==> config.mk <==
export PLATFORM = sky130hd
export DESIGN_NAME = encoder_velocity_estimator
export DESIGN_NICKNAME = d
export VERILOG_FILES = /design/src/rtl/encoder_pkg.sv /design/src/rtl/quadrature_decoder.sv /design/src/rtl/encoder_velocity_estimator.sv
export SDC_FILE = /design/constraint.sdc
export NUM_CORES = 1
export LEC_CHECK = 0
export CORE_MARGIN = 10
export CORE_UTILIZATION = 35
export CTS_CLUSTER_DIAMETER = 100
export DETAILED_ROUTE_END_ITERATION = 8
export DONT_BUFFER_PORTS = 1
export PLACE_DENSITY = 0.46
export SLEW_MARGIN = 30
export SYNTH_ARGS = -nofsm -noshare
export SYNTH_HDL_FRONTEND = slang
export SYNTH_SLANG_ARGS = --single-unit
==> constraint.sdc <==
create_clock -name clk -period 4.84 [get_ports clk]
set_input_delay 0.968 -clock clk [delete_from_list [all_inputs] [get_ports clk]]
set_output_delay 0.968 -clock clk [all_outputs]
set_load 0.02 [all_outputs]
==> src/rtl/encoder_pkg.sv <==
// Shared types and helpers for the quadrature encoder velocity front end.
//   quad_state_t : synchronized pin pair {A,B}
//   quad_delta_t : per-cycle decoded movement
//   sat_add16    : saturating +/-1 step of a signed 16-bit accumulator
package encoder_pkg;

    localparam int unsigned VEL_W = 16;

    typedef logic [1:0] quad_state_t;

    typedef enum logic [1:0] {
        DELTA_ZERO    = 2'd0,
        DELTA_PLUS    = 2'd1,
        DELTA_MINUS   = 2'd2,
        DELTA_ILLEGAL = 2'd3
    } quad_delta_t;

    localparam logic signed [VEL_W-1:0] VEL_MAX = 16'sh7FFF;
    localparam logic signed [VEL_W-1:0] VEL_MIN = 16'sh8000;

    // Apply one decoded step to acc, clamping at the signed 16-bit limits.
    function automatic logic signed [VEL_W-1:0] sat_add16(
        input logic signed [VEL_W-1:0] acc,
        input quad_delta_t             d
    );
        logic signed [VEL_W-1:0] r;
        r = acc;
        case (d)
            DELTA_PLUS:  if (acc != VEL_MAX) r = acc + 16'sd1;
            DELTA_MINUS: if (acc != VEL_MIN) r = acc - 16'sd1;
            default:     r = acc;
        endcase
        return r;
    endfunction

endpackage

==> src/rtl/quadrature_decoder.sv <==
// Synchronizes the raw encoder pins and decodes x4 quadrature movement.
// Ports:
//   clk, reset   : clock and synchronous active-high reset
//   enc_a, enc_b : asynchronous encoder pins
//   delta_c      : combinational decode of (synchronized state vs previous)
module quadrature_decoder
    import encoder_pkg::*;
(
    input  logic        clk,
    input  logic        reset,
    input  logic        enc_a,
    input  logic        enc_b,
    output quad_delta_t delta_c
);

    quad_state_t sync1;
    quad_state_t sync2;
    quad_state_t prev;
    logic [1:0]  cur_phase;
    logic [1:0]  prev_phase;
    logic [1:0]  phase_step;

    // Two-flop synchronizer followed by the previous-state register.
    always_ff @(posedge clk) begin
        if (reset) begin
            sync1 <= '0;
            sync2 <= '0;
            prev  <= '0;
        end else begin
            sync1 <= {enc_a, enc_b};
            sync2 <= sync1;
            prev  <= sync2;
        end
    end

    // Gray-to-binary turns the forward cycle 00,01,11,10 into 0,1,2,3,
    // so the modulo-4 difference directly gives direction (1/3) or a skip (2).
    always_comb begin
        cur_phase  = {sync2[1], sync2[1] ^ sync2[0]};
        prev_phase = {prev[1], prev[1] ^ prev[0]};
        phase_step = cur_phase - prev_phase;
        delta_c    = DELTA_ZERO;
        case (phase_step)
            2'd1:    delta_c = DELTA_PLUS;
            2'd2:    delta_c = DELTA_ILLEGAL;
            2'd3:    delta_c = DELTA_MINUS;
            default: delta_c = DELTA_ZERO;
        endcase
    end

endmodule

==> src/rtl/encoder_velocity_estimator.sv <==
// Quadrature encoder front end: position count, illegal-transition flag and
// a windowed signed velocity sample with a one-cycle valid strobe.
// Ports:
//   clk, reset          : clock and synchronous active-high reset
//   enable              : run the velocity window (held cleared when low)
//   enc_a, enc_b        : asynchronous encoder pins
//   clear_error         : clears quad_error (an illegal step in the same cycle wins)
//   raw_signed_velocity : saturated edge count of the last completed window
//   sample_valid        : one-cycle pulse when raw_signed_velocity updates
//   position            : signed free-running edge count, wraps at POS_W
//   quad_error          : sticky illegal-transition flag
module encoder_velocity_estimator
    import encoder_pkg::*;
#(
    parameter int unsigned WINDOW_CYCLES = 50000,
    parameter int unsigned POS_W         = 32
) (
    input  logic                    clk,
    input  logic                    reset,
    input  logic                    enable,
    input  logic                    enc_a,
    input  logic                    enc_b,
    input  logic                    clear_error,
    output logic signed [VEL_W-1:0] raw_signed_velocity,
    output logic                    sample_valid,
    output logic signed [POS_W-1:0] position,
    output logic                    quad_error
);

    localparam int unsigned CNT_W = $clog2(WINDOW_CYCLES);
    localparam logic [CNT_W-1:0] CNT_LAST = CNT_W'(WINDOW_CYCLES - 1);

    quad_delta_t             delta_c;
    logic [CNT_W-1:0]        win_cnt;
    logic signed [VEL_W-1:0] acc;
    logic                    terminal_c;

    quadrature_decoder u_decoder (
        .clk     (clk),
        .reset   (reset),
        .enc_a   (enc_a),
        .enc_b   (enc_b),
        .delta_c (delta_c)
    );

    assign terminal_c = enable && (win_cnt == CNT_LAST);

    // Position and error flag track the pins independently of enable.
    always_ff @(posedge clk) begin
        if (reset) begin
            position   <= '0;
            quad_error <= 1'b0;
        end else begin
            case (delta_c)
                DELTA_PLUS:  position <= position + POS_W'(1);
                DELTA_MINUS: position <= position - POS_W'(1);
                default:     position <= position;
            endcase
            if (delta_c == DELTA_ILLEGAL) begin
                quad_error <= 1'b1;
            end else if (clear_error) begin
                quad_error <= 1'b0;
            end
        end
    end

    // Velocity window: the terminal cycle's own step closes into the sample.
    always_ff @(posedge clk) begin
        if (reset) begin
            win_cnt             <= '0;
            acc                 <= '0;
            raw_signed_velocity <= '0;
            sample_valid        <= 1'b0;
        end else begin
            sample_valid <= 1'b0;
            if (!enable) begin
                win_cnt <= '0;
                acc     <= '0;
            end else if (terminal_c) begin
                raw_signed_velocity <= sat_add16(acc, delta_c);
                sample_valid        <= 1'b1;
                acc                 <= '0;
                win_cnt             <= '0;
            end else begin
                acc     <= sat_add16(acc, delta_c);
                win_cnt <= win_cnt + CNT_W'(1);
            end
        end
    end

endmodule

After elaboration in Yosys (flattened, before gate mapping)
Index checks and enable logic that the tools add are counted.

Add/subtract/negate cells: 6. Equality and inequality tests: 9. Mux-type cells: 8. Bitwise operators: 3. Reduce and logical (&&, ||, !) cells: 6.

Operators with widths (number): case mux 32 bit (2 select lines) (1); adder 32 x 2 -> 32 bit, second input constant (1); two-way mux 16 bit (2); inequality test 16 bit, second input constant (2); case mux 16 bit (2 select lines) (1); subtractor 32 x 2 -> 32 bit, second input constant (1); adder 16 x 1 -> 16 bit, second input constant (1); adder 16 x 2 -> 16 bit, second input constant (1); == test 16 bit, second input constant (1); subtractor 16 x 2 -> 16 bit, second input constant (1); == test 2 bit, second input constant (4); case mux 2 bit (3 select lines) (1); == test 2 x 1 -> 1 bit, second input constant (2); nonzero test 2 bit (2); two-way mux 1 bit (3); OR reduction 3 bit (1); AND reduction 2 bit (1); OR reduction 2 bit (1); subtractor 2 bit (1); XOR 1 bit (2); logical AND 1 bit (1); NOT 1 bit (1).

Bits in registers: 88. Input port bits: 6. Output and inout bits: 50. Logic and storage cells: 41.

Logic depth before layout (Yosys ltp)
Depth in word-level cells: 6. Mapped depth: 14. Depth with buffers taken out: 12.

Cells and area by module
A second synthesis with hierarchy kept.

Cell total of the unflattened synthesis: 804. Area, all modules: 6048.3 um2.

Modules (own cells, without submodules): encoder_velocity_estimator (instances 1, cells each 784, area each 5799.3 um2, seq. area each 1641.6 um2); quadrature_decoder (instances 1, cells each 20, area each 249.0 um2, seq. area each 120.1 um2).

Worst setup path before layout
OpenSTA, ideal clock, no wires.

Path type: flip-flop to flip-flop. From: register u_decoder.prev[1]. To: register position[22]. Library setup time: 121 ps. Arrival time: 3558 ps. Required time: 4719 ps. Path slack: 1162 ps. Stages on the path, launching flop included: 15. Buffers on the path: 2. Clock period less this slack: 3678 ps. Cell sequence: dfxtp_1 xor2_1 ha_1 clkbuf_1 inv_1 nand2_1 clkbuf_1 xnor2_1 ha_1 nand4_1 nor3_1 a22oi_1 a21oi_2 mux2i_1 mux2_2.

Longest elaborated chain between the ends: 6. Elaborated cells on any way between the ends: 10. Classes of those cells: add/sub (1); eq/ne (5); mux (2); bitwise (1); reduce/logical (1).

RTL lines: start: declaration (line quadrature_decoder.sv:18) `quad_state_t prev;`; start signal: assignment (line quadrature_decoder.sv:32) `prev <= sync2;`; XOR 1 bit (line quadrature_decoder.sv:40) `prev_phase = {prev[1], prev[1] ^ prev[0]};`; subtractor 2 bit (*) (line quadrature_decoder.sv:41) `phase_step = cur_phase - prev_phase;`; == test 2 bit / == test 2 x 1 -> 1 bit (equally long branches) (line quadrature_decoder.sv:43) `case (phase_step)`; case mux 2 bit (3 select lines) (*) (line quadrature_decoder.sv:43); == test 2 bit / == test 2 x 1 -> 1 bit (equally long branches) (line encoder_velocity_estimator.sv:54) `case (delta_c)`; case mux 32 bit (2 select lines) / nonzero test 2 bit (equally long branches); end signal: assignment (line encoder_velocity_estimator.sv:55) `DELTA_PLUS: position <= position + POS_W'(1);`; end signal: assignment (line encoder_velocity_estimator.sv:56) `DELTA_MINUS: position <= position - POS_W'(1);`; end signal: assignment (line encoder_velocity_estimator.sv:57) `default: position <= position;`; end: declaration (line encoder_velocity_estimator.sv:26) `output logic signed [POS_W-1:0] position,`.

Every way passes the cells marked *; elsewhere a longest branch is shown, timed or not. A chain may end at the register's enable or synchronous reset.

Final worst setup path
From: register u_decoder.prev[1]. To: register position[18].

The elaborated chain is that of the path after synthesis.

==> results.cfg <==
[clocking]
clk_path_buf_depth = 2
cts_buffers = 9
cts_tree = built
post_cts_buffers = 0
cts_root_buf = clkbuf_16
clk_pin_slew_ps = 70
clk_latency_ps = 360
cts_resized = 0
htreeDepth = 3
clock-sinks = 88
ctsHoldBuffers = 0

[power]
p_leak_nw = 1.99
internal-power_mw = 1.31
p_clk_frac = 0.367
power.density_nw_per_um2 = 335
power_mw = 2.00
p_seq_frac = 0.438
p_sw_frac = 0.346
peakVddDrop_mv = 0.176
switchingPower_mw = 0.693
combinationalPowerShare = 0.195

[min_path]
holdPathStages = 1
hold_path.class = flip-flop to flip-flop

[timing]
finalCriticalPeriod_ps = 3900
max_slew_margin = 0.460
setup_tns_ps = 0
fmax_mhz = 256
fin_skew_ps = 9.83
rsz0062_at_grt = no
hold_viol_final = 0
slew_viol_final = 0
period_share = 0.806
fin_ws_ps = 938
tightest_slew_ps = 809
final-setup-viol-count = 0

[flow_run]
cap_violations = 0

[logic_synthesis]
synth_top_area_frac = 0.315
synth_async_sr_flop_share = 0
synth_area_leaders = dfxtp_1 (31%), nor2_1 (6.0%), nor3_1 (3.9%)
yosys.area.top_type = dfxtp_1
seq_area_frac_synth = 0.315
synth_seq_cells = 88
synthCells = 724
syn_area_um2 = 5600
yosys_warnings = 0
ys_types = 77
syn_nets = 735
ys.flop_type = dfxtp_1
synth-edff-count = 0
syn_area_per_cell_um2 = 7.74

[finish]
diodes = 0
fin_nets = 694
final_cells = 904
layout-drive-gt1-share = 0.0741
final_cell_mix = nor2_1 (90), dfxtp_1 (88), nor3_1 (44), nand3_1 (42)
syn_to_final_growth_pct = 6.68
final_common_cell = nor2_1

[die]
boundaryPins = 56
start_util = 0.355
dieArea_um2 = 21500
die_y_um = 146
die_w_um = 146
row_count = 46
core_um2 = 15800

[global_route]
grt_max_degree = 67
track_usage = 0.161
antenna_found_initial = 0
grt_pass1_wl_mm = 28.4
grt_pass1_vias = 5016
grt_overflow = 0

[placement]
place_ws_ps = 992
dp_cells = 888
io_buffers = 0
place.gp.congestion = 0.852
hpwl_mm = 12.2

[critical_path]
startpoint_type = flip-flop
cp_data_required_time_ps = 5090
crit_arrival_ps = 4150
crit_type = flip-flop to flip-flop
crit_path_end_kind = flip-flop
worstPathMaxFanout = 13
reg2reg_depth = 12

[route]
dr.pass1.iters = 5
wl_per_cell_um = 19.3
via_count = 5310
drc = 0
wirelength_mm = 17.4
vias_per_cell = 5.87
ant_nets = 0
drt_iter0_markers = 451

[run_status]
outcome = completed
cell families (layout without fill, tap and decap cells):
logic type / count (synthesis) / in the layout / share of synthesized area
adders and majority gates: 5 / 5 / 0.0112
AOI/OAI and AO/OA: 143 / 143 / 0.175
and+or+nand+nor: 365 / 365 / 0.354
buffers and inverters: 72 / 36 / 0.0543
xor gates and xnor gates: 35 / 35 / 0.0603
DFF: 88 / 88 / 0.315
muxes: 16 / 16 / 0.0308
metrics by stage:
step                hold slack, ps  instance area (um2)  utilization
global placement               445                 5670        0.360
floorplan                      414                 5600            -
global route                   470                 5970        0.379
finish                         450                 5970        0.379
CTS                            455                 5970        0.379
detailed placement             436                 5670        0.360
path summary, 6_finish.rpt:
kind | end | startpoint | slack [ps]
worst max-delay path | position[18] | u_decoder.prev[1] | 940
worst min-delay path | u_decoder.sync2[1] | u_decoder.sync1[1] | 450
worst max register to register | position[18] | u_decoder.prev[1] | 940
worst min register to register | u_decoder.sync2[1] | u_decoder.sync1[1] | 450
critical path: stages, from the launching register on:
cell	delay (ps)
dfxtp_1	410
xor2_1	180
ha_1	260
inv_1	410
nand2_1	180
xnor2_1	180
ha_1	270
nand4_1	210
nor3_1	500
a22oi_1	200
a21oi_2	370
mux2i_1	270
mux2_1	340
cell usage after synthesis (12+ instances only):
library cell  instances
clkbuf_1             42
or4_1                14
and3_1               14
nand4_1              34
a21oi_1              34
nor2b_1              19
xnor2_1              19
nor3_1               44
or3_1                15
inv_1                12
dfxtp_1              88
o21ai_0              32
nor2_1               90
nor4_1               17
nand2_1              34
xor2_1               14
nand3_1              42
flip-flops by register name (all words and copies together), names as in the netlist:
| signal | cells |
|---|---|
| sample_valid | 1 |
| position | 32 |
| win_cnt | 16 |
| u_decoder.prev | 2 |
| u_decoder.sync2 | 2 |
| acc | 16 |
| quad_error | 1 |
| raw_signed_velocity | 16 |
| u_decoder.sync1 | 2 |
area by class of cell:
class	count	area [um2]
fillers	1684	9800
multi-input cells	564	3530
flip-flops and latches	88	1760
well taps	216	270
clock buffers	9	225
clock inverters	7	77.6
repair buffers	8	60.1
inverters	12	45.0
routing by layer:
| metal | GRT usage | wire (um) | up-vias |
|---|---|---|---|
| met5 | 0 | 0 | - |
| met2 | 0.265 | 8260 | 167 |
| met3 | 0.0349 | 1060 | 26 |
| li1 | - | - | 2598 |
| met4 | 0.0591 | 333 | 0 |
| met1 | 0.201 | 7800 | 2519 |
power groups by stage:
stage	logic [mW]	clock network [mW]	registers [mW]
after detailed placement	0.385	0	0.895
after CTS	0.387	0.758	0.878
after floorplan	0.347	0	0.831
after global placement	0.385	0	0.894
final	0.391	0.734	0.878
after global routing	0.436	0.788	0.890
Power figures use the tool's default switching activity.
